### config.mk
export PLATFORM = sky130hd
export DESIGN_NAME = inv_mix_col_seq
export DESIGN_NICKNAME = d
export VERILOG_FILES = /design/src/rtl/inv_mix_col_seq.sv
export SDC_FILE = /design/constraint.sdc
export NUM_CORES = 1
export LEC_CHECK = 0
export ABC_CLOCK_PERIOD_IN_PS = 5000
export CORE_MARGIN = 1.5
export CORE_UTILIZATION = 40
export CTS_CLUSTER_SIZE = 24
export DETAILED_ROUTE_END_ITERATION = 10
export PLACE_DENSITY_LB_ADDON = 0.15
export SYNTH_ARGS = -nofsm -noshare
export SYNTH_HDL_FRONTEND = slang
export SYNTH_SLANG_ARGS = --single-unit
### constraint.sdc
create_clock -name clk -period 5 [get_ports clk]
set_clock_uncertainty 0.1 [all_clocks]
set_input_delay 0.5 -clock clk [delete_from_list [all_inputs] [get_ports clk]]
set_output_delay 0.5 -clock clk [all_outputs]
set_load 0.02 [all_outputs]
### src/rtl/inv_mix_col_seq.sv
// inv_mix_col_seq: column sequencer for one AES-256 decryption round.
//
// It XORs the incoming state with the round key (AddRoundKey). On an ordinary
// round it then sends the keyed state one 32-bit column per cycle to an
// external combinational InvMixColumn helper, collects the helper results
// into a 128-bit state and offers that state downstream with valid/ready.
// On the final round the keyed state is offered directly.
//
// Ports:
//   clk        rising-edge clock
//   rst_n      asynchronous active-low reset
//   in_valid   in_state/in_key/in_last are valid
//   in_ready   block can accept input
//   in_state   cipher state; column 0 = [127:96], column 3 = [31:0]
//   in_key     round key for AddRoundKey
//   in_last    final round: skip InvMixColumns
//   hc_col     column sent to the helper (0 when not mixing)
//   hc_mcl     helper result, combinational function of hc_col
//   out_valid  out_state is valid
//   out_ready  downstream accepts
//   out_state  round result
//   busy       high while columns are being mixed
//
// Build option:
//   INV_MC_REG_EN  registers hc_mcl in a 32-bit pipe register before it is
//                  written into the result. Mixing then takes 5 cycles instead
//                  of 4. Final-round latency does not change.

module inv_mix_col_seq (
  input  logic         clk,
  input  logic         rst_n,
  input  logic         in_valid,
  output logic         in_ready,
  input  logic [127:0] in_state,
  input  logic [127:0] in_key,
  input  logic         in_last,
  output logic [31:0]  hc_col,
  input  logic [31:0]  hc_mcl,
  output logic         out_valid,
  input  logic         out_ready,
  output logic [127:0] out_state,
  output logic         busy
);

  typedef enum logic [1:0] {
    IDLE = 2'd0,
    MIX  = 2'd1,
    OUT  = 2'd2
  } state_t;

  state_t       state_reg, state_next;
  logic [2:0]   col_idx_reg, col_idx_next;
  logic [127:0] s_reg;
  logic [127:0] r_reg;
  logic [127:0] ark;
  logic         accept;
  logic         mix_done;
  logic [1:0]   cap_col;
  logic [6:0]   cap_base;
  logic [31:0]  s_col [4];

  // Column k sits at bits [127-32k -: 32].
  genvar gi;
  generate
    for (gi = 0; gi < 4; gi++) begin : g_col
      assign s_col[gi] = s_reg[127 - 32*gi -: 32];
    end
  endgenerate

  assign ark    = in_state ^ in_key;
  assign accept = in_valid & in_ready;

`ifdef INV_MC_REG_EN
  logic [31:0] pipe_reg;
  // col_idx runs 0..4. Column col_idx-1 is written from the pipe register,
  // so the last write into the result happens when col_idx is 4.
  assign mix_done = (col_idx_reg == 3'd4);
  assign cap_col  = 2'(col_idx_reg[1:0] - 2'd1);
`else
  assign mix_done = (col_idx_reg == 3'd3);
  assign cap_col  = col_idx_reg[1:0];
`endif

  // Bit offset of column cap_col. (3 - k) equals ~k for a 2-bit k.
  assign cap_base  = {~cap_col, 5'd0};
  assign out_state = r_reg;

  // State register
  always_ff @(posedge clk or negedge rst_n) begin
    if (!rst_n) begin
      state_reg   <= IDLE;
      col_idx_reg <= 3'd0;
    end else begin
      state_reg   <= state_next;
      col_idx_reg <= col_idx_next;
    end
  end

  // Next-state logic and handshake outputs
  always_comb begin
    state_next   = state_reg;
    col_idx_next = col_idx_reg;
    in_ready     = 1'b0;
    out_valid    = 1'b0;
    busy         = 1'b0;
    hc_col       = 32'h0;
    case (state_reg)
      IDLE: begin
        in_ready = 1'b1;
        if (in_valid) begin
          state_next   = in_last ? OUT : MIX;
          col_idx_next = 3'd0;
        end
      end
      MIX: begin
        busy = 1'b1;
        // With the pipe register, the fifth cycle only drains it. The helper
        // input is zero in that cycle.
        if (col_idx_reg < 3'd4)
          hc_col = s_col[col_idx_reg[1:0]];
        if (mix_done) begin
          col_idx_next = 3'd0;
          state_next   = OUT;
        end else begin
          col_idx_next = col_idx_reg + 3'd1;
        end
      end
      OUT: begin
        out_valid = 1'b1;
        // Accepting new input in the same cycle as the output transfer
        // avoids an idle cycle between blocks.
        in_ready  = out_ready;
        if (out_ready) begin
          if (in_valid) begin
            state_next   = in_last ? OUT : MIX;
            col_idx_next = 3'd0;
          end else begin
            state_next = IDLE;
          end
        end
      end
      default: begin
        state_next   = IDLE;
        col_idx_next = 3'd0;
      end
    endcase
  end

  // Datapath registers
`ifdef INV_MC_REG_EN
  always_ff @(posedge clk or negedge rst_n) begin
    if (!rst_n) begin
      s_reg    <= 128'h0;
      r_reg    <= 128'h0;
      pipe_reg <= 32'h0;
    end else if (accept) begin
      s_reg <= ark;
      if (in_last)
        r_reg <= ark;
    end else if (state_reg == MIX) begin
      pipe_reg <= hc_mcl;
      if (col_idx_reg != 3'd0)
        r_reg[cap_base +: 32] <= pipe_reg;
    end
  end
`else
  always_ff @(posedge clk or negedge rst_n) begin
    if (!rst_n) begin
      s_reg <= 128'h0;
      r_reg <= 128'h0;
    end else if (accept) begin
      s_reg <= ark;
      if (in_last)
        r_reg <= ark;
    end else if (state_reg == MIX) begin
      r_reg[cap_base +: 32] <= hc_mcl;
    end
  end
`endif

endmodule

### Word level (Yosys, flattened, before mapping)

Index checks and enable logic that the tools add are counted.

| word-level totals | value |
|---|---|
| bits in registers | 261 |
| bits of input ports | 293 |
| output and inout bits | 163 |
| logic and storage cells | 47 |

| cells by class | value |
|---|---|
| add/subtract/negate cells | 2 |
| magnitude comparators | 2 |
| equal/unequal tests | 7 |
| shifts and indexed selects | 2 |
| muxes and demuxes | 22 |
| bitwise gates (word level) | 4 |
| reduce and logical (&&, ||, !) cells | 4 |

Operators by type and width:

| cell | count |
|---|---|
| 128-bit 2-to-1 mux | 3 |
| 128-bit bitwise mux | 1 |
| 32-bit 2-to-1 mux | 4 |
| 32-bit by 9-bit variable shift with 128-bit output (first input constant) | 1 |
| 32-bit by 9-bit indexed part select with 128-bit output | 1 |
| 128-bit XOR | 1 |
| 32-bit binary-select mux with 2-bit select | 1 |
| 2-bit 2-to-1 mux | 5 |
| 3-bit 2-to-1 mux | 3 |
| 7-bit negation with 9-bit output | 1 |
| 3-bit one-hot mux with 3 select lines | 1 |
| 2-bit inequality test (second input constant) | 4 |
| 2-bit one-hot mux with 3 select lines | 1 |
| 3-bit by 1-bit adder with 3-bit output (second input constant) | 1 |
| 3-bit by 2-bit equality test with 1-bit output (second input constant) | 1 |
| 3-bit >= comparator (second input constant) | 1 |
| 3-bit < comparator (second input constant) | 1 |
| 2-bit NOT with 3-bit output | 1 |
| 3-bit AND reduction | 1 |
| 2-bit by 1-bit equality test with 1-bit output (second input constant) | 1 |
| 2-bit equality test (second input constant) | 1 |
| 2-bit zero test | 1 |
| 1-bit 2-to-1 mux | 2 |
| 2-bit NOT | 1 |
| other kinds (4) | 4 |

### Depth between registers and ports, before layout

| logic depth | value |
|---|---|
| depth after elaboration | 6 |
| gate-level depth with buffers | 9 |
| gate-level depth less buffers | 6 |

### Least setup slack after synthesis

OpenSTA, ideal clock, no wires.

| timing | value |
|---|---|
| path type | register to register |
| start point | register col_idx_reg[1] |
| end point | register r_reg[104] (netlist: out_state[104]) |
| setup time | 0.065 ns |
| arrival | 2.525 ns |
| required time | 4.835 ns |
| path slack | 2.310 ns |
| cell stages (with the launch flop) | 10 |
| path buffers | 3 |
| period minus slack after synthesis | 2.690 ns |
| cell sequence | dfrtp_1 clkbuf_1 clkbuf_1 inv_1 ha_1 or4b_4 a21oi_4 buf_6 o2bb2ai_1 mux2_2 |

| on the way | value |
|---|---|
| word-level cells in the longest chain between the ends | 6 |
| elaborated cells between the ends (all ways) | 7 |
| classes of those cells | add/sub: 1; shift: 2; mux: 3; bitwise: 1 |

RTL lines:

| item | line | source |
|---|---|---|
| from (decl) | 52 | `logic [2:0] col_idx_reg, col_idx_next;` |
| from (signal assigned) | 95 | `col_idx_reg <= col_idx_next;` |
| 2-bit NOT * | 85 | `assign cap_base = {~cap_col, 5'd0};` |
| 7-bit negation with 9-bit output * | 176 | `r_reg[cap_base +: 32] <= hc_mcl;` |
| 32-bit by 9-bit indexed part select with 128-bit output / 32-bit by 9-bit variable shift with 128-bit output (equally long branches) | 176 |  |
| 128-bit bitwise mux * | 176 |  |
| 128-bit 2-to-1 mux * | 175 | `end else if (state_reg == MIX) begin` |
| 128-bit 2-to-1 mux * | 171 | `end else if (accept) begin` |
| to (signal assigned) | 174 | `r_reg <= ark;` |
| to (signal, indexed assignment) | 176 |  |
| to (decl) | 54 | `logic [127:0] r_reg;` |

Mark *: on every way between the ends. The rest lies on a longest branch, timed or not. The select of a mux whose other input is x is not followed.
A chain may end at the register's enable or synchronous reset.

### Final worst setup path

| timing | value |
|---|---|
| start point | register state_reg[1] |
| end point | output hc_col[16] |

| on the way | value |
|---|---|
| word-level cells in the longest chain between the ends | 2 |

RTL lines:

| item | line | source |
|---|---|---|
| from (decl) | 51 | `state_t state_reg, state_next;` |
| from (signal assigned) | 94 | `state_reg <= state_next;` |
| 2-bit by 1-bit equality test with 1-bit output | 107 | `case (state_reg)` |
| 32-bit 2-to-1 mux | 107 |  |
| to (decl) | 37 | `output logic [31:0] hc_col,` |

No other way between the ends.

==> results_tabular.tex <==
\begin{tabular}{lr}
\hline
Metric & Value \\
\hline
\multicolumn{2}{l}{\textbf{Timing}} \\
Pins Over Slew Limit & 0 \\
Setup repair after global routing missed its margin & no \\
Final worst path period share & 73.4\% \\
Relative slew margins & roughly an eighth \\
Number of endpoints with negative hold slack in the final report & 0 \\
Transition time of the tightest slew-check pin & 1.30 ns \\
Fin worst setup slack & 1.33 ns \\
F\_max & between 200 and 300 MHz \\
Endpoints failing setup & 0 \\
Final-layout setup total negative slack & 0 ns \\
Time the worst path needs with I/O delays and setup & 3.67 ns \\
\multicolumn{2}{l}{\textbf{Clocking}} \\
Clock Sink Count & 261 \\
H-Tree Level Count & 1 \\
Setup repair bufs after CTS & 0 \\
Clock-pin transition on the worst setup and hold timing paths & 0.06 ns \\
Post-CTS sizing & 0 \\
CTS max path bufs & 3 \\
Clock tree from TritonCTS & built \\
Count of hold-fix buffers inserted at cts & 1 \\
Number of buffers created by CTS & 30 \\
Worst-skew pair later-pin latency & 0.54 ns \\
Root cell of the clock tree & clkbuf\_16 \\
\multicolumn{2}{l}{\textbf{Die}} \\
Placement row count & 66 \\
Effective utilization at floorplan & between 40\% and 50\% \\
DIE AREA & about 34000 µm² \\
Die span in x & roughly 180 µm \\
Core Area & 32400 µm² \\
Number of top-level pins & 456 \\
Y dimension of the die & roughly 180 µm \\
\multicolumn{2}{l}{\textbf{Worst hold path}} \\
End of the worst hold path & s\_col[57]\$\_DFFE\_PN0P\_ \\
Type of the worst min-delay path & reg -> reg \\
Hold path cells & 2 \\
Hold\_sp & s\_col[57]\$\_DFFE\_PN0P\_ \\
\multicolumn{2}{l}{\textbf{Route}} \\
Via density & 5.17 \\
Final routed wirelength across all metal layers & 41.0 mm \\
Initial DRT Pass Iterations & 5 \\
Routed length per instance & approximately 21 µm \\
Vias post-DR & 10260 \\
DRC & 0 \\
Detailed router's first-iteration violation count & 529 \\
Remaining number of nets flagged by the antenna check after routing & 0 \\
\multicolumn{2}{l}{\textbf{Yosys}} \\
Warnings from Yosys & 0 \\
Mux share of post-synthesis cell area & $\sim$17\% \\
Synth area leaders & dfrtp\_1 (50\%), mux2\_2 (11\%), xnor2\_1 (8.6\%), o2bb2ai\_1 (8.2\%), mux4\_2 (5.5\%) \\
Largest family of logic cells by synthesized area & multiplexers \\
Fraction of post-synthesis cell area in the top cell type by area & 49.8\% \\
Fraction of the mapped netlist area in compound gates & between 10\% and 20\% \\
Synth Net Count & 1396 \\
Post-Synthesis Cells & 1098 \\
Share of synthesized cell area in and, or, nand and nor gates & 6.39\% \\
Total of flip-flops plus latches after synthesis & about 260 \\
Seq/Total Area, Yosys & 49.8\% \\
Synthesized area & 13100 µm² \\
Synthesized area per cell & $\sim$12 µm² \\
Post-synth cell types & 34 \\
Dominant cell type by area after synthesis & dfrtp\_1 \\
Post-synthesis share of cell area spent on xor and xnor gates & 8.56\% \\
Fraction of the mapped netlist area in adder cells & 0.477\% \\
\multicolumn{2}{l}{\textbf{Worst setup path}} \\
CP Data Required Time & approximately 4.4 ns \\
Crit Path Class & reg -> out \\
Chain of cells forming the critical path & nand2b\_1 -> inv\_1 -> buf\_4 -> and3\_1 -> clkdlybuf4s50\_1 \\
Type of origin of the critical path & register \\
Worst reg2reg endpoint & out\_state[33]\$\_DFFE\_PN0P\_ \\
Critical Path Slowest Stage Cell & clkdlybuf4s50\_1 \\
Reg-to-reg slack, setup & 1.51 ns \\
Largest driver fanout on the critical path & 18 \\
Critical Path Sink Type & output pin \\
Critical register-to-register path startpoint & col\_idx\_reg[0]\$\_DFFE\_PN0P\_ \\
Worst Path Arrival & between 3 and 4 ns \\
Delay of the slowest critical-path stage & 0.64 ns \\
Worst reg-to-reg path cell count & 7 \\
\multicolumn{2}{l}{\textbf{Status}} \\
Result of the run & complete, no violations \\
\multicolumn{2}{l}{\textbf{Placement}} \\
Pre-CTS setup slack & 1.41 ns \\
Placer's final routability congestion estimate & 0.812 \\
Post-DP HPWL & 29.3 mm \\
Number of port buffers & 455 \\
\multicolumn{2}{l}{\textbf{Pwr}} \\
Power density over cell area & $\sim$570 nW/µm² \\
Sum of internal, switching and leakage power & 10.8 mW \\
Leakage power & about 8 nW \\
Worst vdd rail ir drop & 0.288 mV \\
\multicolumn{2}{l}{\textbf{Layout}} \\
Fillers & roughly 2800 \\
NumNets Final & 1821 \\
Combined flip-flop and latch cell area & 6540 µm² \\
P\&R area growth vs syn & 45.6\% \\
Final core utilization & 58.9\% \\
Combined area of the multi-input logic cells & 6150 µm² \\
Share of layout cells above drive strength 1 & 16.0\% \\
Diodes inserted & 0 \\
\multicolumn{2}{l}{\textbf{GRT}} \\
Antenna violations before repair & 0 \\
Total global-route track usage & approximately a quarter \\
Largest net degree at the start of global routing & 113 \\
Via count of the first global-routing pass & about 10000 \\
Sum of overflow across all layers after global routing & 0 \\
Global-route wire length before repair & 61.6 mm \\
\multicolumn{2}{l}{\textbf{Run}} \\
Number of max-cap violations & 0 \\
\hline
\end{tabular}
-- synthesized netlist by cell type --
master,instances
nand2_1,134
and3_1,32
nand2b_1,1
nand3b_1,1
clkbuf_1,25
o2bb2ai_1,123
inv_1,4
nor2b_1,3
buf_4,16
a21oi_4,1
nand2b_2,1
and2b_4,1
o2bb2ai_2,5
a211oi_2,1
a22o_1,1
buf_6,5
buf_2,36
a21oi_1,8
dfrtp_1,261
nor2_1,6
ha_1,5
o21ai_0,128
and3_2,1
a2111oi_4,1
o22a_1,1
or4b_4,1
mux2_1,1
mux2_2,128
nand3_1,1
o22ai_1,1
xnor2_1,128
mux4_2,32
nor2_2,4
nand4b_1,1
-- power by group --
| part | total, mW | internal, mW | switching [mW] |
|---|---|---|---|
| Combinational | 4.74 | 2.38 | 2.36 |
| Sequential | 3.73 | 3.10 | 0.626 |
| Clock | 2.38 | 1.49 | 0.891 |
| Total | 10.8 | 6.98 | 3.87 |
-- cell usage in the layout, fill, tap and decap left out, drive strengths merged, types with 2 or more instances in the layout --
master / Yosys / final
clkdlybuf4s50: 0 / 454
bufinv: 0 / 6
nor2: 10 / 10
o2bb2ai: 128 / 128
nor2b: 3 / 3
ha: 5 / 5
nand2b: 2 / 2
xnor2: 128 / 128
nand2: 134 / 134
inv: 4 / 4
mux4: 32 / 32
clkinv: 0 / 4
o21ai: 128 / 128
clkbuf: 25 / 40
mux2: 129 / 129
dfrtp: 261 / 261
clkinvlp: 0 / 2
a21oi: 9 / 9
buf: 57 / 20
and3: 33 / 33
-- layer usage --
metal,global-route usage [%],up-vias,wire length (µm)
li1,-,4805,-
met1,29.6,5075,16600
met2,42.2,324,20800
met3,5.09,56,2530
met4,6.56,0,1080
met5,0,-,0
-- layout make-up --
class | count | share of cell area, %
flip-flops and latches | 261 | 34.3
multi-input cells | 751 | 32.3
repair buffers | 475 | 24.9
clock buffers | 40 | 4.45
well taps | 442 | 2.90
clock inverters | 12 | 1.15
inverters | 4 | 0.0787
-- cells by family after synthesis --
| family | count (synthesis) |
|---|---|
| AOI/OAI and AO/OA | 270 |
| xor gates and xnor gates | 128 |
| adders and majority gates | 5 |
| buffers and inverters | 86 |
| DFF | 261 |
| muxes | 161 |
| and+or+nand+nor | 187 |
-- worst max path at each step --
stage,startpoint,slack (ns),to,depth (start not counted)
after floorplan,col_idx_reg[1]$_DFFE_PN0P_,2.31,out_state[104]$_DFFE_PN0P_,9
after global placement,col_idx_reg[0]$_DFFE_PN0P_,1.55,out_state[112]$_DFFE_PN0P_,7
after detailed placement,col_idx_reg[0]$_DFFE_PN0P_,1.41,out_state[33]$_DFFE_PN0P_,7
after CTS,col_idx_reg[0]$_DFFE_PN0P_,1.30,hc_col[16],3
after global routing,state_reg[0]$_DFFE_PN0P_,1.20,hc_col[17],5
final,state_reg[1]$_DFFE_PN0P_,1.33,hc_col[16],5
-- metrics by stage --
step           hold slack, ns  std cells  area (µm²)
2_1_floorplan           0.104       1098       13100
3_3_place_gp            0.356       1932       18000
3_5_place_dp            0.366       1932       18000
4_1_cts                 0.379       1985       19100
5_1_grt                 0.393       1985       19100
6_report                0.375       1985       19100
-- worst max-delay path: cells and delay by family (launching register included) --
family,cells,cell delay (ns)
buffers and inverters,3,1.56
AND/OR/NAND/NOR,2,0.49
flip-flops,1,0.47
No activity file was read; power rests on OpenSTA's default activity.
